<file path="config.mk">
export PLATFORM = sky130hd
export DESIGN_NAME = fwd_stream_sequencer
export DESIGN_NICKNAME = d
export VERILOG_FILES = /design/src/rtl/fwd_stream_sequencer.sv
export SDC_FILE = /design/constraint.sdc
export NUM_CORES = 1
export LEC_CHECK = 0
export ABC_AREA = 1
export BUFFER_PORTS_ARGS = -buffer_cell sky130_fd_sc_hd__buf_2
export CAP_MARGIN = 20
export CELL_PAD_IN_SITES_DETAIL_PLACEMENT = 0
export CELL_PAD_IN_SITES_GLOBAL_PLACEMENT = 2
export CORE_MARGIN = 4
export CORE_UTILIZATION = 28
export CTS_CLUSTER_DIAMETER = 40
export DETAILED_ROUTE_END_ITERATION = 6
export MAX_ROUTING_LAYER = met4
export PLACE_DENSITY = 0.83
export SYNTH_ARGS = -nofsm -noshare
export SYNTH_HDL_FRONTEND = slang
export SYNTH_SLANG_ARGS = --single-unit
</file>
<file path="constraint.sdc">
create_clock -name CLK -period 2.8 [get_ports CLK]
set_input_delay 0.56 -clock CLK [delete_from_list [all_inputs] [get_ports CLK]]
set_output_delay 0.56 -clock CLK [all_outputs]
set_load 0.01 [all_outputs]
</file>
<file path="src/rtl/fwd_stream_sequencer.sv">
// Streams the guess vector plus bias into the forward engine, then collects the
// serial per-function results and the accumulated error for the trainer.
module fwd_stream_sequencer #(
  parameter int unsigned NUM_UNKNOWNS   = 2,
  parameter int unsigned BIT_WIDTH      = 32,
  parameter int unsigned EXTRA_BITS     = 2,
  parameter int unsigned RESULT_LATENCY = 6,
  parameter logic [BIT_WIDTH+EXTRA_BITS-1:0] BIAS_VALUE = 34'h13F800000,
  localparam int unsigned W  = BIT_WIDTH + EXTRA_BITS,
  localparam int unsigned AW = (NUM_UNKNOWNS > 1) ? $clog2(NUM_UNKNOWNS) : 1,
  localparam int unsigned CW = $clog2(RESULT_LATENCY + NUM_UNKNOWNS + 2)
) (
  input  logic          CLK,
  input  logic          RESET,
  input  logic          GUESS_WR_EN,
  input  logic [AW-1:0] GUESS_WR_ADDR,
  input  logic [W-1:0]  GUESS_WR_DATA,
  input  logic          START,
  output logic [W-1:0]  INPUT_SCALER,
  output logic          SCALER_VALID,
  output logic          INITIAL_READ_FLAG,
  input  logic [W-1:0]  ENGINE_RESULT,
  input  logic [W-1:0]  ENGINE_ERROR,
  output logic          BUSY,
  output logic          RESULT_VALID,
  output logic [AW-1:0] RESULT_IDX,
  output logic [W-1:0]  RESULT_DATA,
  output logic [W-1:0]  ERROR_OUT,
  output logic          DONE,
  output logic          WR_DROP
);

  localparam logic [CW-1:0] LastBeat = CW'(NUM_UNKNOWNS);
  localparam logic [CW-1:0] FirstRes = CW'(RESULT_LATENCY);
  localparam logic [CW-1:0] LastRes  = CW'(RESULT_LATENCY + NUM_UNKNOWNS - 1);

  typedef enum logic [2:0] {StIdle, StStream, StWait, StCollect, StErr} state_e;

  state_e        state_q, state_d;
  logic [CW-1:0] cyc_q, cyc_d, cyc_inc;
  logic [W-1:0]  guess_q [NUM_UNKNOWNS];
  logic          capture_res, capture_err, wr_accept;

  logic          res_valid_q, done_q, wr_drop_q;
  logic [AW-1:0] res_idx_q;
  logic [W-1:0]  res_data_q, err_q;

  assign cyc_inc   = cyc_q + CW'(1);
  assign BUSY      = (state_q != StIdle);
  assign wr_accept = GUESS_WR_EN && !BUSY && (32'(GUESS_WR_ADDR) < NUM_UNKNOWNS);

  always_ff @(posedge CLK or negedge RESET) begin
    if (!RESET) begin
      state_q <= StIdle;
      cyc_q   <= '0;
    end else begin
      state_q <= state_d;
      cyc_q   <= cyc_d;
    end
  end

  always_comb begin
    state_d = state_q;
    cyc_d   = cyc_q;
    case (state_q)
      StIdle: begin
        if (START) begin
          state_d = StStream;
          cyc_d   = '0;
        end
      end
      StStream: begin
        cyc_d = cyc_inc;
        // Minimum latency leaves no wait cycles between the bias beat and f_0.
        if (cyc_q == LastBeat) state_d = (cyc_inc == FirstRes) ? StCollect : StWait;
      end
      StWait: begin
        cyc_d = cyc_inc;
        if (cyc_inc == FirstRes) state_d = StCollect;
      end
      StCollect: begin
        cyc_d = cyc_inc;
        if (cyc_q == LastRes) state_d = StErr;
      end
      StErr: begin
        cyc_d   = '0;
        state_d = StIdle;
      end
      default: begin
        cyc_d   = '0;
        state_d = StIdle;
      end
    endcase
  end

  always_comb begin
    INPUT_SCALER      = '0;
    SCALER_VALID      = 1'b0;
    INITIAL_READ_FLAG = 1'b0;
    capture_res       = 1'b0;
    capture_err       = 1'b0;
    case (state_q)
      StStream: begin
        SCALER_VALID      = 1'b1;
        INITIAL_READ_FLAG = (cyc_q == '0);
        INPUT_SCALER      = (cyc_q == LastBeat) ? BIAS_VALUE : guess_q[cyc_q[AW-1:0]];
      end
      StCollect: capture_res = 1'b1;
      StErr:     capture_err = 1'b1;
      default: ;
    endcase
  end

  always_ff @(posedge CLK or negedge RESET) begin
    if (!RESET) begin
      for (int i = 0; i < NUM_UNKNOWNS; i++) guess_q[i] <= '0;
    end else if (wr_accept) begin
      guess_q[GUESS_WR_ADDR] <= GUESS_WR_DATA;
    end
  end

  always_ff @(posedge CLK or negedge RESET) begin
    if (!RESET) begin
      res_valid_q <= 1'b0;
      res_idx_q   <= '0;
      res_data_q  <= '0;
      err_q       <= '0;
      done_q      <= 1'b0;
      wr_drop_q   <= 1'b0;
    end else begin
      res_valid_q <= capture_res;
      done_q      <= capture_err;
      wr_drop_q   <= GUESS_WR_EN && !wr_accept;
      if (capture_res) begin
        res_data_q <= ENGINE_RESULT;
        res_idx_q  <= (cyc_q == FirstRes) ? '0 : res_idx_q + AW'(1);
      end
      if (capture_err) err_q <= ENGINE_ERROR;
    end
  end

  assign RESULT_VALID = res_valid_q;
  assign RESULT_IDX   = res_idx_q;
  assign RESULT_DATA  = res_data_q;
  assign ERROR_OUT    = err_q;
  assign DONE         = done_q;
  assign WR_DROP      = wr_drop_q;

endmodule

</file>
# == Word-level counts from Yosys, hierarchy flattened ==
# Cells that the tools add are included.
# classes
mux,21
reduce_logical,10
addsub,2
n_lt_le_gt_ge,3
eq_ne,12
n_bitwise,2
# ops
cell,n
$mux W34,6
$bwmux W68,1
$demux W34 S1,1
$eq A4 B3 Y1 const B,3
$mux W3,4
$pmux W3 S4,1
$ne A2 B2 Y1 const B,4
$pmux W4 S2,1
$eq A3 B2 Y1 const B,2
$mux W1,6
$add A4 B1 Y4 const B,1
$eq A4 B2 Y1 const B,1
$ge A2 B2 Y1 const B,2
$logic_not A4 Y1,1
$mux W4,1
$not A1 Y2,2
$reduce_and A4 Y1,1
$eq A3 B1 Y1 const B,1
$eq A3 B3 Y1 const B,1
$logic_and A1 B1 Y1,3
$logic_not A3 Y1,1
$reduce_bool A3 Y1,1
$reduce_or A3 Y1,1
$logic_not A1 Y1,2
other kinds (2),2
# totals
output_inout_bits,109
inputBits,107
register_bits,147
elab_cells,60

# == Longest topological paths before layout ==
# logic_depth
ltp_word,6
depth_mapped,11
depth_no_buf,9

# == Worst setup path after synthesis ==
# No wires, ideal clock.
# synth_timing
path_kind,flip-flop to output port
from,register cyc_q[0]
to,output INPUT_SCALER[0]
arrival_ns,1.832
t_required_ns,2.240
path_stages_with_launch,9
n_path_buf,3
slack_ns,0.408
cell_sequence,dfrtp_1 clkbuf_1 inv_1 clkbuf_1 ha_1 nand3_1 nand2_2 buf_2 nor2_1
# synth_via
elab_chain_cells,6
elab_cells_between_ends,7
cone_classes,eq/ne (1); mux (5); bitwise (1)
# synth_lines
element,line,rtl
start: declaration,40,"logic [CW-1:0] cyc_q, cyc_d, cyc_inc;"
start signal: assignment,58,cyc_q <= cyc_d;
$not A1 Y2 (implied by the code),106,INPUT_SCALER = (cyc_q == LastBeat) ? BIAS_VALUE : guess_q[cyc_q[AW-1:0]];
$mux W34 (implied by the code) (3 in series),106,
$mux W34 *,106,
$mux W34 *,102,case (state_q)
end: declaration,19,"output logic [W-1:0] INPUT_SCALER,"
# Every way passes the cells marked *; elsewhere a longest branch is shown, timed or not. The select of a mux whose other input is x is not followed.

# == Worst setup path in the final report ==
# layout_timing
from,register state_q[2]
to,output INPUT_SCALER[25]
# layout_via
elab_chain_cells,2
# layout_lines
element,line,rtl
start: declaration,39,"state_e state_q, state_d;"
start signal: assignment,54,state_q <= StIdle;
start signal: assignment,57,state_q <= state_d;
$eq A3 B1 Y1,102,
$mux W34,102,
# Every way passes these cells.

==> summary.md <==
| Metric | Value |
|---|---|
| CP Launch Type | flop |
| Final Skew | 0.0118 ns |
| Hold WS | roughly 0.057 ns |
| Later-pin clock latency in the skew report | about 0.42 ns |
| # DRC | 0 |
| Grt total ovfl | 0 |
| Sequential cell area | around 3700 um^2 |
| WL per Instance | around 14 um |
| Post-CTS setup buffer count | 0 |
| Clock-pin slew of the registers on the worst-case setup and hold paths | 0.07 ns |
| Reg2reg end | state_q[0] |
| CTS Buf Count | 17 |
| Leak pwr | roughly 0.0045 uW |
| Yosys reg bits | 147 |
| Setup violators final | 0 |
| Most frequent cells in the layout | nand2_1 (308), buf_2 (214), dfrtp_1 (146), inv_1 (81), nor2_1 (61) |
| Peak fanout along the critical path | 10 |
| Post-CTS sizing | 0 |
| Share of layout cells above drive strength 1 | 27.1% |
| Worst R2R Start | cyc_q[0] |
| Die width | approximately 160 um |
| Worst-Margin Slew | about 0.65 ns |
| Root Buffer | clkbuf_16 |
| Vias per inst | around 4.3 |
| Footprint of the multi-input gates | roughly 2100 um^2 |
| PwrDens | 1210 nW/um^2 |
| Period utilization | 91.9% |
| Pin count of the biggest net entering global routing | 69 |
| Rel. slew slack | between 50% and 60% |
| Hold_buf cts | 0 |
| I/O Buffers | about 220 |
| Clock Tree Buf Depth | 2 |
| Reg2Reg Setup Slack | 0.91 ns |
| Die area | between 20,000 and 30,000 um^2 |
| Syn Area/Cell | 8.21 um^2 |
| Library cells used by synthesis | 23 |
| Detailed Route Iter0 Violations | approximately 380 |
| Post-DP HPWL | approximately 12,000 um |
| Leading cell type in the layout, fill and taps excluded | nand2_1 |
| Die Span Y | between 150 and 200 um |
| Minimum clock period | about 2.6 ns |
| WP data required | approximately 2.2 ns |
| Post-synthesis sequential area ratio | between 50% and 60% |
| Starting Density | between 20 and 30% |
| Via Count | approximately 5,500 |
| Final hold vios | 0 |
| Total power | around 10,000 uW |
| YS warnings | 0 |
| GP Congestion | about 0.75 |
| Post-Synthesis Cell Area | about 6300 um^2 |
| Gate count of the mapped netlist | approximately 770 |
| Area grow syn2layout | 31.6% |
| Peak VDD IR | about 0.00043 V |
| Clock sinks | 147 |
| Drt total wl | 17,800 um |
| I/O pins | around 220 |
| Vias in the first global route | 5,467 |
| Antenna Nets Post-Route | 0 |
| First-pass GRT wire length | around 28,000 um |
| Worst EP arrival | ~2.0 ns |
| Max Slew Vio Count | 0 |
| R2R depth | 10 |
| Layout Nets | approximately 1,100 |
| CTS tree | built |
| Hold Path Class | primary input to async pin |
| WS Path Type | flop to output port |
| Status | finished clean |
| MaxCap Viol Count | 0 |
| Core area | roughly 22,000 um^2 |
| Syn Nets | 880 |
| Pre-antenna DRT Iters | 4 |
| Max frequency | between 300 and 400 MHz |
| Filler cell count | 2,359 |
| Initial antenna violation count | 4 |
| H-tree lvl count | 4 |
| GRT Overall Usage | between 10% and 20% |
| Critical path endpoint category | output port |
| FP Rows | 54 |
| RSZ-0062 raised after global routing | yes |
## cells in the mapped netlist, drive strengths merged
master | number | area, um^2
dfrtp | 147 | 3680
a31oi | 8 | 50.1
nor2 | 63 | 244
nor3 | 2 | 26.3
a21oi | 27 | 135
ha | 4 | 50.1
inv | 82 | 308
nand4 | 1 | 6.26
o21bai | 1 | 7.51
nand3 | 10 | 50.1
o21ai | 73 | 365
clkinv | 2 | 7.51
nor3b | 1 | 18.8
clkbuf | 18 | 67.6
buf | 20 | 126
nand2 | 310 | 1170
## per-stage QoR
stage	cell area [um^2]	std cells	TNS [ns]	utilization (%)	setup WS (ns)
4_1_cts	8280	1270	0	37.6	0.148
5_1_grt	8310	1275	-0.00807	37.7	-0.00807
3_3_place_gp	7670	1238	0	34.8	0.673
2_1_floorplan	6310	769	0	-	0.408
6_report	8310	1275	0	37.7	0.227
3_5_place_dp	7670	1238	0	34.8	0.617
## state kept, by name (all words and copies together), names as in the netlist
name          count
DONE              1
guess_q          68
RESULT_VALID      1
state_q           3
ERROR_OUT        34
RESULT_IDX        1
RESULT_DATA      34
WR_DROP           1
cyc_q             4
## report_power, final
group	leakage [uW]	switching (uW)	internal (uW)	total, uW
clock network	0.000298	1010	1360	2370
registers	0.00179	500	3180	3680
logic	0.00238	2520	1450	3970
## final cells by class
cell class              instances  share of cell area (%)
inverters                      84                    3.80
multi-input cells             500                    25.6
well taps                     280                    4.22
clock buffers                  17                    5.12
clock inverters                15                    2.20
repair buffers                228                    14.7
diodes                          4                   0.121
flip-flops and latches        147                    44.3
## cell families after synthesis
kind of cell	synth area share [%]
simple gates	24.0
compound gates	8.84
fa+ha+maj	0.793
buf+inv	8.07
flops	58.3
## metal layers
layer  vias to the layer above  global-route usage [%]  share of wire (%)
met5                         -                       -                  0
met2                       197                    22.7                 44
met3                         7                    5.19                8.9
met1                      2517                    18.7                 46
met4                         0                    3.41               0.62
li1                       2778                       -                  -
## worst max path at each step
stage / start / to / slack (ns) / depth (start not counted)
after global routing: state_q[1] / INPUT_SCALER[25] / -0.008 / 4
after detailed placement: state_q[2] / INPUT_SCALER[25] / 0.62 / 4
after floorplan: cyc_q[0] / INPUT_SCALER[0] / 0.41 / 8
final: state_q[2] / INPUT_SCALER[25] / 0.23 / 4
after CTS: state_q[2] / INPUT_SCALER[25] / 0.15 / 4
after global placement: state_q[2] / INPUT_SCALER[24] / 0.67 / 4
## worst max-delay path, stage by stage, from the launching register on
cell      delay [ns]
dfrtp_1         0.45
nor3_2          0.32
clkinv_1        0.37
a31oi_1         0.28
buf_2           0.17
No activity file was read; power rests on OpenSTA's default activity.
